File: config.mk
export PLATFORM = sky130hd
export DESIGN_NAME = qdec_ctx_arb
export DESIGN_NICKNAME = d
export VERILOG_FILES = /design/src/rtl/qdec_ctx_arb.sv
export SDC_FILE = /design/constraint.sdc
export NUM_CORES = 1
export LEC_CHECK = 0
export CAP_MARGIN = 20
export CORE_ASPECT_RATIO = 1.4
export CORE_MARGIN = 2
export CORE_UTILIZATION = 45
export DETAILED_ROUTE_END_ITERATION = 8
export PLACE_DENSITY = 0.75
export SYNTH_ARGS = -nofsm -noshare
export SYNTH_HDL_FRONTEND = slang
export SYNTH_SLANG_ARGS = --single-unit
File: constraint.sdc
create_clock -name clk -period 2.95 [get_ports clk]
set_input_delay 0.59 -clock clk [delete_from_list [all_inputs] [get_ports clk]]
set_output_delay 0.59 -clock clk [all_outputs]
set_load 0.01 [all_outputs]
File: src/rtl/qdec_ctx_arb.sv
// Context-memory arbiter for an entropy decoder: sequences a bulk table init, then
// shares one single-port RAM between decoder reads and state writebacks.
module qdec_ctx_arb #(
   parameter int ADDR_W  = 10,
   parameter int DATA_W  = 8,
   parameter int CTX_NUM = 1024
) (
   input  logic              clk,
   input  logic              rst_n,
   input  logic              init_start,
   input  logic [DATA_W-1:0] init_data,
   input  logic              init_vld,
   output logic              init_rdy,
   output logic              init_busy,
   output logic              init_done,
   input  logic [ADDR_W-1:0] rd_addr,
   input  logic              rd_vld,
   output logic              rd_rdy,
   output logic [DATA_W-1:0] rd_data,
   output logic              rd_data_vld,
   input  logic [ADDR_W-1:0] wb_addr,
   input  logic [DATA_W-1:0] wb_data,
   input  logic              wb_vld,
   output logic              wb_rdy,
   output logic [ADDR_W-1:0] ctx_addr,
   output logic [DATA_W-1:0] ctx_wdata,
   output logic              ctx_we,
   output logic              ctx_re,
   input  logic [DATA_W-1:0] ctx_rdata
);

   typedef enum logic [1:0] {IDLE, INIT, RUN} state_t;

   localparam logic [ADDR_W-1:0] LAST_IDX = ADDR_W'(CTX_NUM - 1);

   state_t              state_q, state_d;
   logic [ADDR_W-1:0]   cnt_q, cnt_d;
   logic [1:0]          starve_q, starve_d;
   logic                rsp_mem_q, rsp_mem_d;
   logic                rsp_byp_q, rsp_byp_d;
   logic [DATA_W-1:0]   byp_data_q, byp_data_d;
   logic [DATA_W-1:0]   rd_hold_q, rd_hold_d;
   logic [ADDR_W-1:0]   addr_q, addr_d;
   logic [DATA_W-1:0]   wdata_q, wdata_d;
   logic                same_addr;

   assign same_addr = (rd_addr == wb_addr);

   // Next-state, grant and memory-port decode.
   always_comb begin
      state_d    = state_q;
      cnt_d      = cnt_q;
      starve_d   = 2'd0;
      rsp_mem_d  = 1'b0;
      rsp_byp_d  = 1'b0;
      byp_data_d = byp_data_q;
      init_rdy   = 1'b0;
      init_busy  = 1'b0;
      init_done  = 1'b0;
      rd_rdy     = 1'b0;
      wb_rdy     = 1'b0;
      ctx_we     = 1'b0;
      ctx_re     = 1'b0;
      ctx_addr   = addr_q;
      ctx_wdata  = wdata_q;

      unique case (state_q)
         IDLE: begin
            if (init_start) begin
               state_d = INIT;
               cnt_d   = '0;
            end
         end

         INIT: begin
            init_rdy  = 1'b1;
            init_busy = 1'b1;
            if (init_vld) begin
               ctx_we    = 1'b1;
               ctx_addr  = cnt_q;
               ctx_wdata = init_data;
            end
            // A restart wins over completion so an aborted pass never reports done.
            if (init_start) begin
               cnt_d = '0;
            end else if (init_vld) begin
               if (cnt_q == LAST_IDX) begin
                  init_done = 1'b1;
                  state_d   = RUN;
               end else begin
                  cnt_d = cnt_q + 1'b1;
               end
            end
         end

         RUN: begin
            if (init_start) begin
               state_d = INIT;
               cnt_d   = '0;
            end
            if (rd_vld && wb_vld && same_addr) begin
               // Read and write of one entry: the write goes to memory, the read is forwarded.
               rd_rdy     = 1'b1;
               wb_rdy     = 1'b1;
               ctx_we     = 1'b1;
               ctx_addr   = wb_addr;
               ctx_wdata  = wb_data;
               rsp_byp_d  = 1'b1;
               byp_data_d = wb_data;
            end else if (rd_vld && ((starve_q == 2'd2) || !wb_vld)) begin
               rd_rdy    = 1'b1;
               ctx_re    = 1'b1;
               ctx_addr  = rd_addr;
               rsp_mem_d = 1'b1;
            end else if (wb_vld) begin
               wb_rdy    = 1'b1;
               ctx_we    = 1'b1;
               ctx_addr  = wb_addr;
               ctx_wdata = wb_data;
               if (rd_vld) begin
                  starve_d = starve_q + 2'd1;
               end
            end
         end

         default: begin
            state_d = IDLE;
         end
      endcase
   end

   // Read response: forwarded data, fresh memory data, or the last value held.
   always_comb begin
      rd_data_vld = rsp_mem_q | rsp_byp_q;
      if (rsp_byp_q) begin
         rd_data = byp_data_q;
      end else if (rsp_mem_q) begin
         rd_data = ctx_rdata;
      end else begin
         rd_data = rd_hold_q;
      end
   end

   assign rd_hold_d = rd_data;
   assign addr_d    = ctx_addr;
   assign wdata_d   = ctx_wdata;

   always_ff @(posedge clk or negedge rst_n) begin
      if (!rst_n) begin
         state_q    <= IDLE;
         cnt_q      <= '0;
         starve_q   <= 2'd0;
         rsp_mem_q  <= 1'b0;
         rsp_byp_q  <= 1'b0;
         byp_data_q <= '0;
         rd_hold_q  <= '0;
         addr_q     <= '0;
         wdata_q    <= '0;
      end else begin
         state_q    <= state_d;
         cnt_q      <= cnt_d;
         starve_q   <= starve_d;
         rsp_mem_q  <= rsp_mem_d;
         rsp_byp_q  <= rsp_byp_d;
         byp_data_q <= byp_data_d;
         rd_hold_q  <= rd_hold_d;
         addr_q     <= addr_d;
         wdata_q    <= wdata_d;
      end
   end

endmodule
==> impl_metrics.tcl, run 1 <==
set metrics [dict create \
    outcome "finished clean" \
    die_w_um 74.01 \
    crit_path_cell_trace "dlygate4sd2_1 -> xor2_2 -> nor3_2 -> nand3_2 -> buf_6 -> and3_4 -> a221o_1 -> buf_2" \
    syn_area_per_cell_um2 8.698 \
    ctsHtreeMaxLevel 2 \
    maxCapViolations 0 \
    fin_total_pwr_uw 2089 \
    initialDrtViolationCount 144 \
    wl_per_cell_um 17.17 \
    cts_buffers 5 \
    regArea_mm2 0.001251 \
    critPathRequiredTime_ns 2.36 \
    die_area_mm2 0.007550 \
    drtAntennaViolNets 0 \
    synth.area.top_cells "dfrtp_1 41%, o21ai_0 9.1%, nand2_1 5.7%, mux2_2 3.6%, a21oi_1 3.4%" \
    fin_worst_skew_ns 0.008795 \
    route.detailed.drc 0 \
    timing.slew.headroom_pct 62.84 \
    dr.pass1.iters 5 \
    setup_viol 0 \
    multi_input_area_mm2 0.001826 \
    start_util_pct 46.70 \
    grt.total_usage_pct 26.01 \
    ys.flop_type "dfrtp_1" \
    finalHoldViolations 0 \
    power_density_mw_per_mm2 465.6 \
    slew_viol_final 0 \
    rrSetupSlack_ns 0.67 \
    nets 536 \
    ctsRootBufferMaster "clkbuf_8" \
    grt_max_degree 41 \
    drive_gt1_share_pct 24.79 \
    netlist_area_mm2 0.003088 \
    path_max_fanout 6 \
    area_growth_pct 45.30 \
    post-route-cell-area_mm2 0.004487 \
    fin_setup_tns_ns 0 \
    cp_slowest_stage_delay_ns 0.32 \
    dpl_cell_area_mm2 0.004217 \
    clk_latency_ns 0.30 \
    setup_ws_ns 0.06448 \
    antenna_cells 0 \
    path_class "in2out" \
    synthCells 355 \
    num_rows 35 \
    cpLargestDelayFamily "simple AND/OR/NAND/NOR gates" \
    synthArstFlopShare_pct 100.0 \
    leakage_uw 0.001958 \
    vias_per_cell 5.776 \
    clkSinkCount 50 \
    synth_enable_flop_cells 0 \
    io_buffers 83 \
    period_minus_slack_ns 2.886 \
    place_congestion 0.8865 \
    ys_types 42 \
    r2r_start "state_q[1]$_DFFE_PN0P_" \
    seq_area_frac_synth_pct 40.52 \
    irDropWorstVdd_mv 0.2835 \
    synthesis.nets 411 \
    synth_top_area_share_pct 40.52 \
    yosys_warnings 0 \
    crit_start "rd_addr[0]" \
    die_y_um 102.0 \
    vias 3304 \
    io_pins 84 \
    cts_tree "built" \
    worstMarginPinSlew_ns 0.5541 \
    cts_hold_buffers 0 \
    hpwl_um 6682 \
    synthTopCellsByCount "56 x o21ai_0, 50 x dfrtp_1, 47 x nand2_1" \
    slowest_stage "a221o_1" \
    place_ws_ns -0.6223 \
    grt_pass1_wl_um 15340 \
    grt_pass1_vias 3338 \
    antenna_found_initial 0 \
    fmax_mhz 346.6 \
    synth_area_leader_cell "dfrtp_1" \
    worst_ep_arrival_time_ns 2.30 \
    hold_class "in2async" \
    path_buf_inv 3 \
    cp-start-kind "input port" \
    clkSlewWorstSetupHoldPaths_ns 0.09 \
    core-area_mm2 0.006613 \
    synth.ff_latch_count 50 \
    drt_wl_total_um 9820 \
    grt_overflow 0 \
    fill_cells 568 \
    cts_max_path_buffers 2 \
    fin_crit_sh_pct 97.81 \
    end_kind "primary output" \
    synth.most_common_cell "o21ai_0" \
]
[timing repair]
| item | CTS | global route |
|---|---|---|
| setup buffers | 12 | 4 |
| cloned | 3 | 0 |
| setup endpoints to repair | 22 | 18 |
| resized for setup | 126 | 23 |
| pin swaps | 19 | 17 |
[worst paths after layout]
check,endpoint,cells past startpoint
worst max-delay path,ctx_wdata[5],8
worst min-delay path,addr_q[3]$_DFF_PN0_,1
worst max register to register,cnt_q[3]$_DFFE_PN0P_,7
worst min register to register,starve_q[0]$_DFF_PN0_,1
max in group asynchronous,addr_q[5]$_DFF_PN0_,2
min in group clk,starve_q[0]$_DFF_PN0_,1
[where the power goes]
| part | total [µW] | internal [µW] | switching (µW) |
|---|---|---|---|
| combinational | 824 | 371 | 453 |
| clock | 495 | 272 | 223 |
| sequential | 770 | 734 | 36.2 |
| total | 2090 | 1380 | 712 |
[worst reg2reg max path: cells and delay by family (launching register included)]
kind | cells | cell delay [ns]
fa+ha+maj | 1 | 0.20
simple gates | 3 | 1.14
compound gates | 1 | 0.15
buf+inv | 2 | 0.34
flops | 1 | 0.38
[state kept, by name, summed over array words and instances (netlist names)]
| name | cells |
|---|---|
| addr_q | 10 |
| byp_data_q | 8 |
| cnt_q | 10 |
| rd_hold_q | 8 |
| rsp_byp_q | 1 |
| rsp_mem_q | 1 |
| starve_q | 2 |
| state_q | 2 |
| wdata_q | 8 |
[layer usage]
layer	up-vias	track usage, %	wire, µm
met5	-	0	0
met4	0	10.63	307
met3	26	3.846	615
met2	154	47.39	5090
met1	1591	29.87	3806
li1	1533	-	-
[stage by stage]
step / std cells / util [%] / hold WS (ns)
6_report: 572 / 67.85 / 0.1437
5_1_grt: 572 / 67.85 / 0.1401
4_1_cts: 568 / 67.25 / 0.1382
3_5_place_dp: 546 / 63.77 / 0.4249
3_3_place_gp: 546 / 63.77 / 0.4178
2_1_floorplan: 355 / - / 0.2944
[kinds of logic after synthesis]
logic type / synth area share [%]
buf+inv: 4.984
flops: 40.52
compound gates: 26.22
xor+xnor: 2.836
mux: 6.240
simple gates: 16.78
fa+ha+maj: 2.431
[layout make-up]
type	instances	area share, %
clock buffers	6	1.840
inverters	15	1.255
flip-flops and latches	50	27.89
repair buffers	139	25.10
multi-input cells	269	40.69
well taps	92	2.566
clock inverters	1	0.6693
[cells in the final DEF (no fill, tap or decap), drive strengths merged, types with 2 or more instances in the layout]
cell | synthesis | routed
mux2 | 10 | 10
o2bb2ai | 9 | 9
clkinv | 2 | 2
nand3 | 6 | 6
mux2i | 8 | 8
clkbuf | 15 | 14
a21oi | 21 | 21
and2 | 4 | 4
inv | 13 | 13
a221o | 6 | 6
o22a | 11 | 11
dlygate4sd2 | 0 | 17
xor2 | 10 | 10
a31oi | 6 | 6
a22oi | 9 | 9
nor2b | 8 | 8
and3 | 3 | 4
nand2 | 47 | 47
nand2b | 3 | 3
clkdlybuf4s50 | 0 | 38
a311o | 2 | 2
nor3 | 4 | 4
clkdlybuf4s15 | 0 | 4
ha | 6 | 6
o21ai | 58 | 58
and4 | 2 | 2
buf | 7 | 72
a21boi | 2 | 2
nor4 | 9 | 9
nor2 | 13 | 13
nand4 | 3 | 3
dfrtp | 50 | 50
Note: power is estimated with default switching activity, not from simulation.
==> run 2, diff against run 1 <==
--- a/config.mk
+++ b/config.mk
@@ -7,10 +7,10 @@
 export LEC_CHECK = 0
 export CAP_MARGIN = 20
 export CORE_ASPECT_RATIO = 1.4
-export CORE_MARGIN = 2
 export CORE_UTILIZATION = 45
 export DETAILED_ROUTE_END_ITERATION = 8
 export PLACE_DENSITY = 0.75
+export SLEW_MARGIN = 15
 export SYNTH_ARGS = -nofsm -noshare
 export SYNTH_HDL_FRONTEND = slang
 export SYNTH_SLANG_ARGS = --single-unit
==> impl_metrics.tcl, run 2 (same netlist as run 1, synthesis figures left out) <==
set metrics [dict create \
    outcome "finished clean" \
    r2r_start "state_q[1]$_DFFE_PN0P_" \
    vias 3259 \
    grt_util_met2_pct 48.19 \
    p_int_uw 1378 \
    reg2regPathDepth 7 \
    area_growth_pct 43.52 \
    fin_total_pwr_uw 2084 \
    vias_per_cell 5.758 \
    antenna_cells 0 \
    place_ws_ns -0.5249 \
    power_switching_uw 706.5 \
    place_congestion 0.8879 \
    clkSinkCount 50 \
    worstMarginPinSlew_ns 0.6510 \
    grt_max_degree 29 \
    antenna_found_initial 0 \
    grt.total_usage_pct 27.29 \
    end_kind "primary output" \
    ctsRootBufferMaster "clkbuf_8" \
    layout_commonest_cell "dfrtp_1" \
    critPathRequiredTime_ns 2.36 \
    setup_viol 0 \
    rsz0062_at_grt "no" \
    finalHoldViolations 0 \
    cp-start-kind "input port" \
    timing.slew.headroom_pct 56.34 \
    period_minus_slack_ns 2.905 \
    use_met1_pct 31.02 \
    hpwl_um 6705 \
    dr.pass1.iters 5 \
    drive_gt1_share_pct 23.63 \
    r2r_end "cnt_q[3]$_DFFE_PN0P_" \
    power_frac_seq_pct 37.2 \
    io_buffers 83 \
    die_area_mm2 0.007202 \
    start_util_pct 46.70 \
    cts_hold_buffers 0 \
    fin_crit_sh_pct 98.48 \
    fin_cells 566 \
    hold_class "in2async" \
    num_rows 35 \
    setup_ws_ns 0.04481 \
    cts_max_path_buffers 2 \
    ctsHtreeMaxLevel 2 \
    clkSlewWorstSetupHoldPaths_ns 0.09 \
    fmax_mhz 344.2 \
    maxCapViolations 0 \
    worst_ep_arrival_time_ns 2.32 \
    power_frac_clock_pct 24.0 \
    grt.met3_usage_pct 4.518 \
    drtAntennaViolNets 0 \
    die_y_um 100.0 \
    power_density_mw_per_mm2 470.3 \
    cts_buffers 5 \
    grt_pass1_vias 3272 \
    grt_overflow 0 \
    final_cell_mix "49 x dfrtp_1, 47 x o21ai_0, 47 x buf_4" \
    top_regs "addr_q x10, cnt_q x10" \
    power_frac_comb_pct 38.8 \
    nets 530 \
    wl_per_cell_um 16.79 \
    fin_worst_skew_ns 0.008339 \
    initialDrtViolationCount 153 \
    dp_cells 549 \
    leakage_uw 0.001922 \
    drt_wl_total_um 9501 \
    io_pins 84 \
    fin_setup_tns_ns 0 \
    path_class "in2out" \
    fill_cells 545 \
    slew_viol_final 0 \
    irDropWorstVdd_mv 0.2676 \
    die_w_um 72.01 \
    clk_latency_ns 0.31 \
    cts_tree "built" \
    busiest_layer "met2" \
    core-area_mm2 0.006613 \
    rrSetupSlack_ns 0.66 \
    path_max_fanout 6 \
    route.detailed.drc 0 \
    power_switching_share_pct 33.89 \
    grt_pass1_wl_um 15210 \
]
-- run 2: worst max-delay path by stage --
stage,startpoint,endpoint,slack (ns),cells past startpoint
after CTS,wb_addr[9],ctx_addr[4],0.03,9
after global routing,cnt_q[1]$_DFFE_PN0P_,init_done,0.002,6
after global placement,rd_addr[5],ctx_wdata[6],-0.45,7
final,wb_addr[5],ctx_wdata[4],0.04,8
after detailed placement,rd_addr[5],rd_rdy,-0.52,8
after floorplan,wb_addr[1],ctx_wdata[1],0.47,6
-- run 2: through the flow --
| step | instance area, µm² | hold slack [ns] | util, % |
|---|---|---|---|
| after floorplan | 3088 | 0.2944 | - |
| after CTS | 4433 | 0.2730 | 67.04 |
| after detailed placement | 4239 | 0.4385 | 64.11 |
| after global routing | 4432 | 0.2949 | 67.02 |
| final | 4432 | 0.2655 | 67.02 |
| after global placement | 4239 | 0.4195 | 64.11 |
-- run 2: repair_timing --
| item | CTS | global route |
|---|---|---|
| buffers inserted | 7 | 2 |
| resized for setup | 107 | 28 |
| setup endpoints to repair | 22 | 20 |
| pin swaps | 14 | 13 |
| gates cloned | 1 | 0 |
-- run 2: power groups by stage --
stage / registers, µW / clock network (µW) / logic, µW
after floorplan: 780 / 0 / 426
after global placement: 783 / 0 / 805
after detailed placement: 784 / 0 / 818
after CTS: 771 / 509 / 780
after global routing: 781 / 533 / 892
final: 775 / 501 / 808
-- run 2: final cells by class --
class	instances	area (µm²)	share of cell area, %
inverter	15	60.06	1.355
clock buffer	6	82.58	1.863
sequential	50	1252	28.26
multi-input combinational	268	1783	40.23
timing repair buffer	134	1109	25.01
tap	92	115.1	2.597
clock inverter	1	30.03	0.6776
-- run 2: routing by layer --
layer | vias up | part of all wire [%]
met5 | - | 0
met4 | 0 | 4.2
met3 | 36 | 5.6
met2 | 153 | 50
met1 | 1546 | 40
li1 | 1524 | -
-- run 2: critical path, cell delays in order --
cell           delay [ns]
dlygate4sd2_1        0.26
xor2_1               0.19
nor4_2               0.25
nand3_2              0.20
buf_6                0.17
and3_4               0.17
a221o_1              0.34
buf_2                0.15
==> run 3, diff against run 2 <==
--- a/config.mk
+++ b/config.mk
@@ -8,6 +8,7 @@
 export CAP_MARGIN = 20
 export CORE_ASPECT_RATIO = 1.4
 export CORE_UTILIZATION = 45
+export CTS_CLUSTER_SIZE = 24
 export DETAILED_ROUTE_END_ITERATION = 8
 export PLACE_DENSITY = 0.75
 export SLEW_MARGIN = 15
==> results of run 3 <==
The final DEF is identical to that of run 2; final timing and power are the same.
==> RTL edit 1, RTL diff (settings of run 2) <==
`addr_q` no longer has a reset.
--- a/src/rtl/qdec_ctx_arb.sv
+++ b/src/rtl/qdec_ctx_arb.sv
@@ -155,5 +155,4 @@
          byp_data_q <= '0;
          rd_hold_q  <= '0;
-         addr_q     <= '0;
          wdata_q    <= '0;
       end else begin
@@ -165,8 +164,11 @@
          byp_data_q <= byp_data_d;
          rd_hold_q  <= rd_hold_d;
-         addr_q     <= addr_d;
          wdata_q    <= wdata_d;
       end
    end
 
+   always_ff @(posedge clk) begin
+      addr_q <= addr_d;
+   end
+
 endmodule
Behaviour: differs if rst_n is asserted again (counterexample within 4 cycles, from zero or initial values and one cycle with rst_n low); with rst_n held inactive, the same outputs for 10 cycles.
==> RTL edit 1 against run 2 <==
  * The flow now finishes with violations (DRC, setup timing)
  * Cell count down 2.8%
  * Sequential cell count unchanged
  * Synthesized area down 1.6%
  * Power down 2.0%
  * Wire length up 1.0%
  * Count of clock-buffer cells in the layout up 1
  * Setup slack worse by 0.056 ns
  * Design area down 0.71%
  * Sequential share of layout area down 0.91 points
  * Largest cell class unchanged
  * Core utilization about the same
==> RTL edit 1: results (changes against run 2) <==
** Outcome
- Status :: complete, but fails checks
- Violated checks :: DRC, setup timing

** Drt
- Total length of routed met2 wires :: 5050 um (+5.5%)
- The wire length the detailed router placed on met1 came to 3630 um (-4.0%).
- Number of DRC violations after detailed routing :: 2 (+2)
- The sum of routed wire length over all layers is 9600 um (+1.0%).

** Pwr
- Peak supply drop :: 0.000233 V (-13%)
- The part of the total power dissipated in the clock network came to 0.236 (-0.004).

** Clocking
- Buffer count from post-CTS setup fixing :: 11 (+4)
- # resized after CTS :: 116 (+8.4%)

** Synthesis
- Post-synth cell types :: 43 (+2.4%)
- Fraction of the yosys area taken by sequential cells :: 0.395 (-0.00980)
- By area the synthesized netlist is led by sky130_fd_sc_hd__dfrtp_1 (33%), sky130_fd_sc_hd__o21ai_0 (9.2%), sky130_fd_sc_hd__dfxtp_1 (6.6%).
- The post-synthesis async set-or-reset flop share is 0.800 (-0.200).
- Most numerous cell types in the synthesized netlist :: sky130_fd_sc_hd__o21ai_0 (56), sky130_fd_sc_hd__nand2_1 (47), sky130_fd_sc_hd__dfrtp_1 (40)

** Worst setup path
- The slowest stage of the critical path belongs to the cell sky130_fd_sc_hd__nor4_2.
- The arrival time at the worst endpoint came to 2.37 ns (+0.05 ns).
- Launch point of the worst path :: rd_addr[6]
- Worst-path fanout max :: 4 (-2)

** Timing
- Total setup violations reported at the end of the flow :: 1 (+1)
- Setup WS post-layout :: -0.0108 ns (-0.0556 ns)
- Slew margin rel. :: 0.393 (-0.170)
- Post-Route Setup TNS :: -0.0108 ns (-0.0108 ns)
- Clk_skew :: 0.00921 ns (+0.000867 ns)

** Placed design
- The weighted congestion at the end of routability-driven global placement is 0.866 (-2.5%).
- The post-DP HPWL was 6600 um (-1.5%).

** Finish
- The number of fill cells was 546 (+0.18%).

** Global route
- Wire length of the first global-routing pass :: 15300 um (+0.55%)
- The number of global-route vias before repair was 3288 (+0.49%).
- The met3 global-route usage is 0.0355 (-0.00972).
- Met2 global-route usage :: 0.501 (+0.0192)
RTL edit 1: cell types whose count changed after synthesis, sizes merged:
cell,change
dfrtp,-10
dfxtp,+10
RTL edit 1: stage by stage:
step                power [mW]  setup WS [ns]  instance area, um^2
global route              2.15        -0.0580                 4400
finish                    2.04        -0.0108                 4400
global placement          1.57         -0.597                 4120
CTS                       2.02         0.0381                 4330
detailed placement        1.58         -0.594                 4120
floorplan                 1.20          0.466                 3040
RTL edit 1: area by class of cell:
class,count,area share
clock buffer,7,0.0173
multi-input combinational,269,0.418
clock inverter,1,0.00682
inverter,15,0.0128
timing repair buffer,134,0.250
tap,74,0.0210
sequential,50,0.274
RTL edit 1: logic make-up (layout without fill, tap and decap cells):
logic type               Yosys count  in the layout  synth area share
AO/OA/AOI/OAI                    129            129             0.266
AND/OR/NAND/NOR                  105            106             0.171
flip-flops                        50             50             0.395
buffers and inverters             37            157            0.0507
multiplexers                      18             18            0.0634
XOR/XNOR                          10             10            0.0288
adder cells (fa/ha/maj)            6              6            0.0247
==> RTL edit 2, RTL diff (config.mk and constraints of run 2) <==
Without the edit above. Set the parameter `ADDR_W` to 9 (it was 10).
--- a/src/rtl/qdec_ctx_arb.sv
+++ b/src/rtl/qdec_ctx_arb.sv
@@ -2,5 +2,5 @@
 // shares one single-port RAM between decoder reads and state writebacks.
 module qdec_ctx_arb #(
-   parameter int ADDR_W  = 10,
+   parameter int ADDR_W  = 9,
    parameter int DATA_W  = 8,
    parameter int CTX_NUM = 1024
Ports: changed (resized ctx_addr, rd_addr and wb_addr); port bits go from 84 to 81. No check against the original RTL was run, so the function may have changed too.
==> RTL edit 2 against run 2 <==
  * Global-route usage down 1.0 points
  * Synthesized area decreased by 9.0%
  * Design area shrank 9.4%
  * Setup slack got worse by 0.026 ns
  * Clock skew down 0.00063 ns
  * Power up 2.1%
  * Sequential cell count is 2 lower
  * Synthesized cell count decreased by 13%
  * Sequential power is 1% higher
  * Cell count shrank 14%
  * Wire length shrank 14%
  * Critical path depth decreased by 1
  * Clock power shrank 3%
  * Non-clock buffer count down 16
  * Largest power group unchanged
==> RTL edit 2: results (changes against run 2) <==
** Outcome
- Status :: complete, no violations

** Drt
- Total length of routed met2 wires :: 4310 um (-9.9%)
- M1 WL :: 3150 um (-17%)
- The number of DRC markers after the initial detailed-route iteration came to 162 (+5.9%).
- Routed len/inst :: 16.7 um (-0.44%)
- DR vias/cell :: 5.78 (+0.36%)
- Pre-antenna DRT Iters :: 4 (-1)

** Worst setup path
- The number of cells traversed by the worst register-to-register path came to 10 (+3).
- Data arrival time of the worst path :: 2.34 ns (+0.02 ns)
- Slowest cell on the critical path :: sky130_fd_sc_hd__or4_4
- Worst-path fanout max :: 5 (-1)

** Global route
- The aggregate global-route resource usage came to 0.262 (-0.0104).
- The largest net degree at the start of global routing was 33 (+14%).
- The met1 track demand over resource in global routing is 0.289 (-0.0213).
- The met2 usage came to 0.469 (-0.0129).

** Synthesis
- Synthesized net count :: 364 (-11%)
- The number of distinct standard cells referenced by the synthesized netlist came to 39 (-7.1%).
- Counting instances in the post-synthesis netlist gives the leading cell types as sky130_fd_sc_hd__o21ai_0 (50), sky130_fd_sc_hd__dfrtp_1 (48), sky130_fd_sc_hd__nand2_1 (37).
- Main area contributors after synthesis :: sky130_fd_sc_hd__dfrtp_1 (43%), sky130_fd_sc_hd__o21ai_0 (8.9%), sky130_fd_sc_hd__nand2_1 (4.9%)
- The post-synthesis cell count was 309 (-13%).

** Placed design
- Post-DP HPWL :: 5930 um (-12%)
- Post-placement cell area :: 0.00387 mm^2 (-8.8%)

** Pwr
- The maximum vdd ir drop came to 0.000319 V (+19%).

** Finish
- The number of fill cells is 504 (-7.5%).
- The count of placed standard cells in the final layout, fillers left out is 488 (-14%).

** Timing
- Clk_skew :: 0.00771 ns (-0.000626 ns)
-- RTL edit 2: kinds of logic (layout without fill, tap and decap cells) --
family	Yosys count	count (layout)	share of synthesized area
adders and majority gates	7	7	0.0312
muxes	17	17	0.0641
DFF	48	48	0.428
and+or+nand+nor	88	89	0.160
buffers and inverters	33	141	0.0454
xor gates and xnor gates	9	9	0.0281
AOI/OAI and AO/OA	107	107	0.243
-- RTL edit 2: what timing repair did --
action | CTS | global route
gates cloned | 1 | 0
hold buffers | 0 | 0
endpoints found under the setup margin | 22 | 22
pin swaps | 15 | 10
resized for setup | 94 | 20
setup buffers | 4 | 3
-- RTL edit 2: area by class of cell --
type	count	area [um^2]	area share
flip-flops and latches	48	1200	0.299
well taps	70	87.6	0.0218
clock inverters	3	42.5	0.0106
inverters	15	56.3	0.0140
multi-input cells	229	1560	0.389
clock buffers	5	68.8	0.0171
repair buffers	118	998	0.249
-- RTL edit 2: stage by stage --
step / power, mW / TNS [ns] / hold slack, ns
after CTS: 2.11 / -0.0124 / 0.192
after global placement: 1.64 / -11.98 / 0.419
final: 2.13 / 0 / 0.185
after global routing: 2.24 / -0.104 / 0.200
after floorplan: 1.22 / 0 / 0.294
after detailed placement: 1.66 / -12.17 / 0.427
-- RTL edit 2: final timing paths --
check	from	endpoint	slack, ns
max in group asynchronous	rst_n	cnt_q[6]	1.99
min	rst_n	rd_hold_q[0]	0.19
min in group clk	starve_q[0]	starve_q[0]	0.43
min reg2reg	starve_q[0]	starve_q[0]	0.43
max	wb_addr[5]	ctx_wdata[3]	0.02
max reg2reg	cnt_q[0]	cnt_q[3]	0.61
-- RTL edit 2: where the power goes --
group	internal (mW)	total, mW	switching [mW]
clock network	0.251	0.488	0.237
logic	0.411	0.858	0.446
registers	0.730	0.783	0.0535
